### src/rtl/multi_counter.sv
`default_nettype none
// ============================================================================
// multi_counter : CH_P independent up/down counters with clear, load,
//                 wrap-or-saturate overflow, sticky overflow and threshold flags
// Revision      : 1.0
// ============================================================================
module multi_counter #(
    parameter int WIDTH_P = 4,
    parameter int CH_P    = 4,
    parameter int INC_W_P = 4,
    parameter int SAT_P   = 0
) (
    input  logic                       clk,
    input  logic                       reset_L,
    input  logic [CH_P-1:0]            en,
    input  logic [CH_P-1:0]            dir,
    input  logic [CH_P*INC_W_P-1:0]    inc,
    input  logic [CH_P-1:0]            clr,
    input  logic [CH_P-1:0]            load,
    input  logic [CH_P*WIDTH_P-1:0]    load_val,
    input  logic [WIDTH_P-1:0]         thr,
    input  logic [CH_P-1:0]            ovf_clr,
    output logic [CH_P*WIDTH_P-1:0]    val,
    output logic [CH_P-1:0]            non_zero,
    output logic [CH_P-1:0]            thr_hit,
    output logic [CH_P-1:0]            ovf
);

    genvar g;
    for (g = 0; g < CH_P; g++) begin : g_ch
        localparam logic [WIDTH_P-1:0] c_max = '1;

        logic [WIDTH_P-1:0] r_val;
        logic               r_ovf;
        logic [WIDTH_P-1:0] w_val_nxt;
        logic               w_wrap;
        logic [WIDTH_P:0]   w_step;
        logic [WIDTH_P:0]   w_sum;
        logic [WIDTH_P:0]   w_diff;

        // One extra bit: carry out of the sum flags overflow, borrow out of the
        // difference flags underflow.
        assign w_step = {{(WIDTH_P+1-INC_W_P){1'b0}}, inc[g*INC_W_P +: INC_W_P]};
        assign w_sum  = {1'b0, r_val} + w_step;
        assign w_diff = {1'b0, r_val} - w_step;

        always_comb begin
            w_val_nxt = r_val;
            w_wrap    = 1'b0;
            if (clr[g]) begin
                w_val_nxt = '0;
            end else if (load[g]) begin
                w_val_nxt = load_val[g*WIDTH_P +: WIDTH_P];
            end else if (en[g]) begin
                if (dir[g]) begin
                    w_wrap    = w_diff[WIDTH_P];
                    w_val_nxt = (w_wrap && (SAT_P != 0)) ? '0 : w_diff[WIDTH_P-1:0];
                end else begin
                    w_wrap    = w_sum[WIDTH_P];
                    w_val_nxt = (w_wrap && (SAT_P != 0)) ? c_max : w_sum[WIDTH_P-1:0];
                end
            end
        end

        always_ff @(posedge clk or negedge reset_L) begin
            if (!reset_L) begin
                r_val <= '0;
                r_ovf <= 1'b0;
            end else begin
                r_val <= w_val_nxt;
                r_ovf <= w_wrap | (r_ovf & ~ovf_clr[g]);
            end
        end

        assign val[g*WIDTH_P +: WIDTH_P] = r_val;
        assign ovf[g]                    = r_ovf;
        assign non_zero[g]               = |r_val;
        assign thr_hit[g]                = (r_val >= thr);
    end

endmodule
`default_nettype wire

### config.mk
export PLATFORM = sky130hd
export DESIGN_NAME = multi_counter
export DESIGN_NICKNAME = d
export VERILOG_FILES = /design/src/rtl/multi_counter.sv
export SDC_FILE = /design/constraint.sdc
export NUM_CORES = 1
export LEC_CHECK = 0
export ABC_AREA = 1
export ABC_CLOCK_PERIOD_IN_PS = 2500
export CELL_PAD_IN_SITES_DETAIL_PLACEMENT = 1
export CELL_PAD_IN_SITES_GLOBAL_PLACEMENT = 2
export CORE_ASPECT_RATIO = 0.5
export CORE_MARGIN = 8
export CORE_UTILIZATION = 26
export CTS_CLUSTER_SIZE = 28
export DETAILED_ROUTE_END_ITERATION = 8
export PLACE_DENSITY_LB_ADDON = 0.08
export SETUP_SLACK_MARGIN = 0.4
export SLEW_MARGIN = 20
export SYNTH_ARGS = -nofsm -noshare
export SYNTH_HDL_FRONTEND = slang
export SYNTH_SLANG_ARGS = --single-unit
### constraint.sdc
create_clock -name clk -period 2.5 [get_ports clk]
set_input_delay 0.5 -clock clk [delete_from_list [all_inputs] [get_ports clk]]
set_output_delay 0.5 -clock clk [all_outputs]
set_load 0.1 [all_outputs]
# == Yosys cells after proc, flatten, opt, wreduce, memory -nomap -nowiden ==
# Index checks and enable logic that the tools add are counted.
# word_totals
word_cells,72
ff_bits,20
# classes
muxes,32
addsub,8
n_lt_le_gt_ge,4
reduce_logical,8
n_bitwise,12
# ops
cell,count
4-bit 2-to-1 mux,16
4-bit by 4-bit adder with 5-bit output,4
4-bit by 4-bit subtractor with 5-bit output,4
4-bit >= comparator,4
1-bit 2-to-1 mux,16
4-bit OR reduction,4
3-bit nonzero test,4
1-bit AND,4
1-bit inverter,4
1-bit OR,4

# == Longest topological paths before layout ==
# Gate-level depths: netlist of run 1.
# logic_depth
ltp_word,6
ltp_mapped,12
ltp_nobuf,12

# == Worst setup path after synthesis of run 1 ==
# No wires, ideal clock.
# synth_timing
path_kind,register -> output
startpoint,reg g_ch[0].r_val[1]
endpoint,out thr_hit[0]
arrival_ps,2322
path_stages_with_launch,6
n_path_buf,0
setup_slack_ps,-322
t_required_ps,2000
cell_sequence,dfrtp_1 > ha_1 > inv_1 > nor2_1 > o211ai_1 > nand3_1
# synth_between
elab_chain_cells,1
# synth_rtl
item,line_no,rtl
from (decl),33,logic [WIDTH_P-1:0] r_val;
from (signal assigned),70,r_val <= w_val_nxt;
4-bit >= comparator,78,assign thr_hit[g] = (r_val >= thr);
to (decl),25,"output logic [CH_P-1:0] thr_hit,"
# No other way between the ends.

# == Worst setup path in the final report of run 1 ==
# layout_timing
startpoint,reg g_ch[3].r_val[1]
endpoint,out thr_hit[3]
# layout_between
elab_chain_cells,1
# layout_rtl
item,line_no
from (decl),33
from (signal assigned),70
4-bit >= comparator,78
# No other way between the ends.

==> results of run 1 <==
## state kept, by name (all words and copies together), names as in the netlist
register	cells
g_ch.r_ovf	4
g_ch.r_val	16
## metal layers
| layer | GRT usage (%) | up-vias | share of wire, % |
|---|---|---|---|
| met5 | 0 | - | 0 |
| met4 | 1.801 | 0 | 0.48 |
| met3 | 2.481 | 2 | 3.3 |
| met2 | 22.71 | 35 | 47 |
| met1 | 17.36 | 1310 | 49 |
| li1 | - | 1393 | - |
## cells in the final DEF, fill, tap and decap left out, types with 2 or more instances in the layout
cell,n
o32ai_1,3
inv_4,2
inv_2,10
dlygate4sd2_1,2
inv_1,62
o211ai_1,4
dfrtp_2,13
clkbuf_16,3
fa_1,7
a21oi_2,5
o21ai_1,6
o21ai_0,19
nand3_2,2
o22ai_1,3
nand2_1,80
nand3_4,4
nor3_1,5
dfrtp_1,4
nor2_1,55
ha_4,11
nor2_2,2
a21oi_1,8
dlymetal6s2s_1,7
dfrtp_4,3
nand4_1,4
clkdlybuf4s50_1,46
ha_2,5
buf_12,4
ha_1,32
nand3_1,19
buf_4,32
## how the worst max path moves through the flow
stage                 end  slack (ns)  cells past startpoint        startpoint
4_1_cts        thr_hit[1]        0.35                      6  g_ch[1].r_val[1]
5_1_grt        thr_hit[3]        0.34                      6  g_ch[3].r_val[1]
3_3_place_gp   thr_hit[0]       0.009                      8            thr[1]
2_1_floorplan  thr_hit[0]        0.34                      5  g_ch[0].r_val[1]
3_5_place_dp   thr_hit[1]       -0.07                      8            thr[1]
6_report       thr_hit[3]        0.39                      6  g_ch[3].r_val[1]
## through the flow
stage	util, %	hold WS [ns]	setup slack (ns)	setup TNS, ns	instance area, µm²
2_1_floorplan	-	0.2044	0.3387	0	2680
6_report	41.70	0.5019	0.3889	0	3991
4_1_cts	40.84	0.4996	0.3488	0	3909
3_5_place_dp	38.09	0.4849	-0.07377	-0.1828	3646
3_3_place_gp	38.09	0.4659	0.009143	0	3646
5_1_grt	41.70	0.5371	0.3353	0	3991
## worst max-delay path: cells and delay by family (launching register included)
| kind | cells | cell delay [ns] |
|---|---|---|
| flip-flops | 1 | 0.50 |
| adder cells (fa/ha/maj) | 1 | 0.25 |
| AND/OR/NAND/NOR | 2 | 0.14 |
| AO/OA/AOI/OAI | 1 | 0.25 |
| buffers and inverters | 2 | 0.21 |
## synthesized netlist by cell type
master / count
o32ai_1: 3
xor2_1: 1
o211ai_1: 4
nor2_1: 56
o21a_1: 1
buf_4: 4
nor3_1: 5
inv_2: 3
buf_6: 1
clkinv_4: 1
fa_1: 8
o21ai_0: 21
o2111ai_1: 1
dfrtp_1: 20
o21ai_1: 5
inv_1: 72
or2_4: 1
nor2_2: 1
nand3_1: 25
o22ai_1: 3
nand2_1: 80
nand4_1: 4
a21oi_2: 1
a21oi_1: 12
ha_1: 48
## repair_timing
item,CTS,global route
buffers inserted,4,3
pin swaps,13,13
setup endpoints to repair,4,16
gates cloned,0,0
gates resized for setup,35,23
## cells by family after synthesis
group	share of synthesized area, %
AO/OA/AOI/OAI	11.20
flip-flops	19.31
AND/OR/NAND/NOR	27.03
adder cells (fa/ha/maj)	29.34
buffers and inverters	12.79
XOR/XNOR	0.3379
## power by group
group	internal, mW	leakage (nW)	switching, mW	total (mW)
combinational	0.431	1.77	0.840	1.27
sequential	0.364	0.238	0.0563	0.421
clock	0.244	0.0442	0.126	0.370
total	1.04	2.05	1.02	2.06
## layout make-up
type / instances / area [µm²] / share of cell area, %
Multi-Input combinational cell: 280 / 1994 / 49.97
Timing Repair Buffer: 93 / 908.4 / 22.76
Sequential cell: 20 / 528.0 / 13.23
Inverter: 76 / 302.8 / 7.586
Tap cell: 135 / 168.9 / 4.232
Clock buffer: 4 / 88.84 / 2.226
==> results.py, run 1 <==
metrics = {
    "worst_setup_path": {
        "reg2reg_depth": 6,
        "cp_slowest_cell": "dfrtp_4",
        "critPathMaxFanout": 2,
        "r2r_setup_slack_ns": 0.60,
        "crit_arrival_ns": 1.61,
        "crit_type": "reg -> out",
        "reg2reg_to": "g_ch[1].r_val[1]",
        "cp_slowest_stage_delay_ns": 0.50,
        "cp-start-kind": "flop",
        "required_ns": 2.00,
        "crit_path_end_kind": "output port",
        "path_cells": "ha_4, inv_2, nor2_1, o211ai_1, nand3_4, buf_12",
        "timing.rr.start": "g_ch[1].r_val[1]",
    },
    "global_routing": {
        "grt_pass1_vias": 2979,
        "grt_overflow_total": 0,
        "globalRouteTotalUtil_pct": 13.26,
        "grt_max_degree": 21,
        "grt_pass1_wl_um": 14870,
        "antenna_found_initial": 0,
    },
    "routing": {
        "drt-total-wl_um": 8870,
        "drc": 0,
        "ant_nets": 0,
        "vias": 2740,
        "detail_route.wl_per_cell_um": 14.59,
        "initialDrtViolationCount": 99,
        "drt_pass1_iterations": 4,
        "vias_per_cell": 4.507,
    },
    "finish": {
        "antenna_cells": 0,
        "drive_above_1_share_pct": 21.99,
        "fill_cells": 1200,
        "nNetsFinal": 588,
        "instances_no_fill": 608,
        "area_growth_pct": 53.96,
    },
    "timing": {
        "drv_slew": 0,
        "clock.fmax_mhz": 473.7,
        "relSlewSlack_pct": 79.61,
        "finalCritPeriodShare_pct": 84.44,
        "finalSetupViolCount": 0,
        "tightest_slew_ns": 0.3059,
        "fin_crit_ns": 2.111,
        "rsz0062_at_grt": "true",
        "finalHoldViolations": 0,
        "skew_ns": 0.002270,
    },
    "logic_synthesis": {
        "syn_nets": 495,
        "synth_seq_cells": 20,
        "synth_area_per_cell_um2": 6.804,
        "synth_top_area_share_pct": 23.17,
        "netlist_instances": 381,
        "synthesis.area_mm2": 0.002592,
        "synthDominantAreaCellType": "ha_1",
        "ys_seq_area_share_pct": 19.31,
        "synthTopCellsByArea": "ha_1 23%, dfrtp_1 19%, nand2_1 12%",
        "synthDistinctLibCells": 25,
        "yosysWarnings": 0,
    },
    "die": {
        "dieArea_mm2": 0.01362,
        "fp.dieH_um": 86.61,
        "die_w_um": 157.2,
        "core-area_mm2": 0.009572,
        "io_pins": 86,
        "num_rows": 25,
        "initial_core_util_pct": 27.08,
    },
    "clock_network": {
        "root_buffer": "clkbuf_16",
        "cts_tree": "built",
        "cts.sinks": 20,
        "htreeDepth": 1,
        "numCtsBuffers": 3,
        "holdBufCountCts": 0,
        "clk_path_buf_depth": 2,
        "cts.clk_slew.worst_paths_ns": 0.06,
        "clock_latency_ns": 0.25,
    },
    "flow_run": {
        "drv_cap": 0,
    },
    "power": {
        "p_leak_nw": 2.053,
        "vdd_drop_max_v": 0.0002734,
        "power_density_mw_per_mm2": 516.7,
        "p_total_mw": 2.062,
    },
    "place": {
        "dpl.hpwl_um": 7527,
        "gp_congestion": 0.8291,
        "port_buffers": 85,
        "numPlacedInstances": 597,
    },
    "min_path": {
        "hold_start": "g_ch[0].r_ovf",
        "hold_path_end": "g_ch[0].r_ovf",
        "hold_class": "reg -> reg",
        "holdPathStages": 2,
    },
    "run_status": {
        "status": "complete, no violations",
    },
}
No activity file was read; power rests on OpenSTA's default activity.
==> inputs of run 2 (changes only) <==
- ABC_CLOCK_PERIOD_IN_PS: 2500 -> 2200
- CORE_UTILIZATION: 26 -> 25
- clock period: 2.5 -> 2.2 ns (I/O delays scaled with it)
==> run 2 against run 1 <==
Core utilization increased by 1.6 points. Worst hold slack worse by 0.012 ns. Via count rose by 1.5%.
==> results.py, run 2 (synthesis results as in run 1) <==
metrics = {
    "timing": {
        "drv_slew": 0,
        "fin_crit_ns": 2.063,
        "finalCritPeriodShare_pct": 93.77,
        "finalHoldViolations": 0,
        "rsz0062_at_grt": "true",
        "relSlewSlack_pct": 78.19,
        "tns_ns": 0,
        "tightest_slew_ns": 0.3261,
        "skew_ns": 0.005322,
        "clock.fmax_mhz": 484.8,
        "finalSetupViolCount": 0,
    },
    "worst_setup_path": {
        "crit_type": "in -> out",
        "reg2reg_depth": 7,
        "critPathMaxFanout": 2,
        "reg2reg_to": "g_ch[2].r_val[1]",
        "cp-startpoint": "thr[1]",
        "timing.rr.start": "g_ch[2].r_val[0]",
        "crit_arrival_ns": 1.62,
        "required_ns": 1.76,
        "cp-start-kind": "input port",
        "r2r_setup_slack_ns": 0.40,
        "crit_path_end_kind": "output port",
    },
    "clock_network": {
        "htreeDepth": 1,
        "clock_latency_ns": 0.25,
        "clk_path_buf_depth": 2,
        "cts_tree": "built",
        "root_buffer": "clkbuf_16",
        "cts.clk_slew.worst_paths_ns": 0.06,
        "cts.sinks": 20,
        "numCtsBuffers": 3,
    },
    "global_routing": {
        "grt_pass1_vias": 2930,
        "grt_max_degree": 21,
        "grt_overflow_total": 0,
        "grt_pass1_wl_um": 14780,
        "antenna_found_initial": 0,
        "globalRouteTotalUtil_pct": 12.83,
    },
    "place": {
        "dpl.hpwl_um": 7561,
        "numPlacedInstances": 605,
        "port_buffers": 85,
        "gp_congestion": 0.7835,
    },
    "routing": {
        "detail_route.wl_per_cell_um": 14.46,
        "vias": 2781,
        "ant_nets": 0,
        "drt-total-wl_um": 9098,
        "vias_per_cell": 4.421,
        "drc": 0,
        "initialDrtViolationCount": 50,
        "drt_pass1_iterations": 4,
    },
    "finish": {
        "final_core_util_pct": 43.27,
        "final_cell_mix": "79 x nand2_1, 54 x inv_1, 51 x nor2_1, 44 x clkdlybuf4s50_1, 39 x buf_4",
        "mostFrequentLayoutCell": "nand2_1",
        "area_growth_pct": 69.40,
        "top_regs": "g_ch.r_val x16, g_ch.r_ovf x4",
        "antenna_cells": 0,
        "fill_cells": 1240,
        "drive_above_1_share_pct": 32.52,
        "largest_reg_flops": 16,
        "instances_no_fill": 629,
        "nNetsFinal": 604,
        "regMostFlops": "g_ch.r_val",
    },
    "power": {
        "power_density_mw_per_mm2": 595.0,
        "p_leak_nw": 2.107,
        "p_total_mw": 2.613,
        "vdd_drop_max_v": 0.0002766,
    },
    "flow_run": {
        "drv_cap": 0,
    },
    "die": {
        "num_rows": 26,
        "core-area_mm2": 0.01015,
        "fp.dieH_um": 88.01,
        "dieArea_mm2": 0.01408,
        "die_w_um": 160.0,
        "io_pins": 86,
        "initial_core_util_pct": 25.54,
    },
    "run_status": {
        "status": "complete, no violations",
    },
    "min_path": {
        "holdPathStages": 2,
        "hold_path_end": "g_ch[0].r_ovf",
        "hold_start": "g_ch[0].r_ovf",
        "hold_class": "reg -> reg",
    },
}
[run 2: cell count changes in the layout (fill, tap and decap cells not counted), moves of 6 or more]
cell,previous run,this run
fa_1,7,0
ha_4,11,18
clkinvlp_4,0,6
inv_1,62,54
dlygate4sd2_1,2,9
dfrtp_4,3,11
dlymetal6s2s_1,7,1
buf_4,32,39
o21ai_1,6,14
dfrtp_2,13,5
ha_1,32,24
o21ai_0,19,9
fa_2,1,8
[run 2: worst max path at each step]
stage                  to  slack (ns)  depth (start not counted)
6_report       thr_hit[0]        0.14                          9
5_1_grt        thr_hit[3]        0.06                          6
4_1_cts        thr_hit[3]        0.11                          6
3_5_place_dp   thr_hit[3]       -0.35                          9
3_3_place_gp   thr_hit[1]       -0.32                          9
2_1_floorplan  thr_hit[0]        0.18                          5
[run 2: worst max-delay path, stage by stage]
cell	delay [ns]
buf_8	0.07
clkinvlp_4	0.09
buf_4	0.15
ha_4	0.23
inv_2	0.04
nor2_1	0.03
o211ai_1	0.26
nand3_4	0.12
buf_12	0.18
[run 2: repair_timing]
item	CTS	global route
buffers inserted	7	13
pin swaps	24	27
hold buffers	0	0
setup endpoints to repair	20	23
hold endpoints to repair	0	0
resized for setup	52	51
[run 2: cell type report]
type,instances,area (µm²),share of cell area (%)
clock buffer,3,75.07,1.709
timing repair buffer,109,1075,24.47
sequential,20,548.0,12.48
multi-input combinational,280,2163,49.26
tap,140,175.2,3.989
clock inverter,1,30.03,0.6838
inverter,76,325.3,7.407
[run 2: per-layer routing]
metal / track usage, % / vias to the layer above / wire, µm
met4: 2.020 / 0 / 55
met3: 2.345 / 4 / 347
met5: 0 / - / 0
met1: 16.55 / 1309 / 4321
met2: 22.46 / 43 / 4374
li1: - / 1425 / -
[run 2: where the power goes]
| group | internal, mW | leakage (nW) | switching, mW | total, mW |
|---|---|---|---|---|
| registers | 0.421 | 0.238 | 0.0707 | 0.492 |
| clock network | 0.361 | 0.0511 | 0.147 | 0.508 |
| logic | 0.609 | 1.82 | 1.00 | 1.61 |
[run 2: stage by stage]
stage	worst slack, ns	instance area, µm²	hold slack, ns
after floorplan	0.1782	2759	0.1444
after global placement	-0.3232	3816	0.4643
after detailed placement	-0.3452	3816	0.4815
after CTS	0.1069	4123	0.4975
after global routing	0.05711	4392	0.5372
final	0.1371	4392	0.4898
==> inputs of run 3 (changes only) <==
- HOLD_SLACK_MARGIN: default -> 0.05
==> results of run 3 <==
Final layout, timing and power as in run 2 (identical DEF).
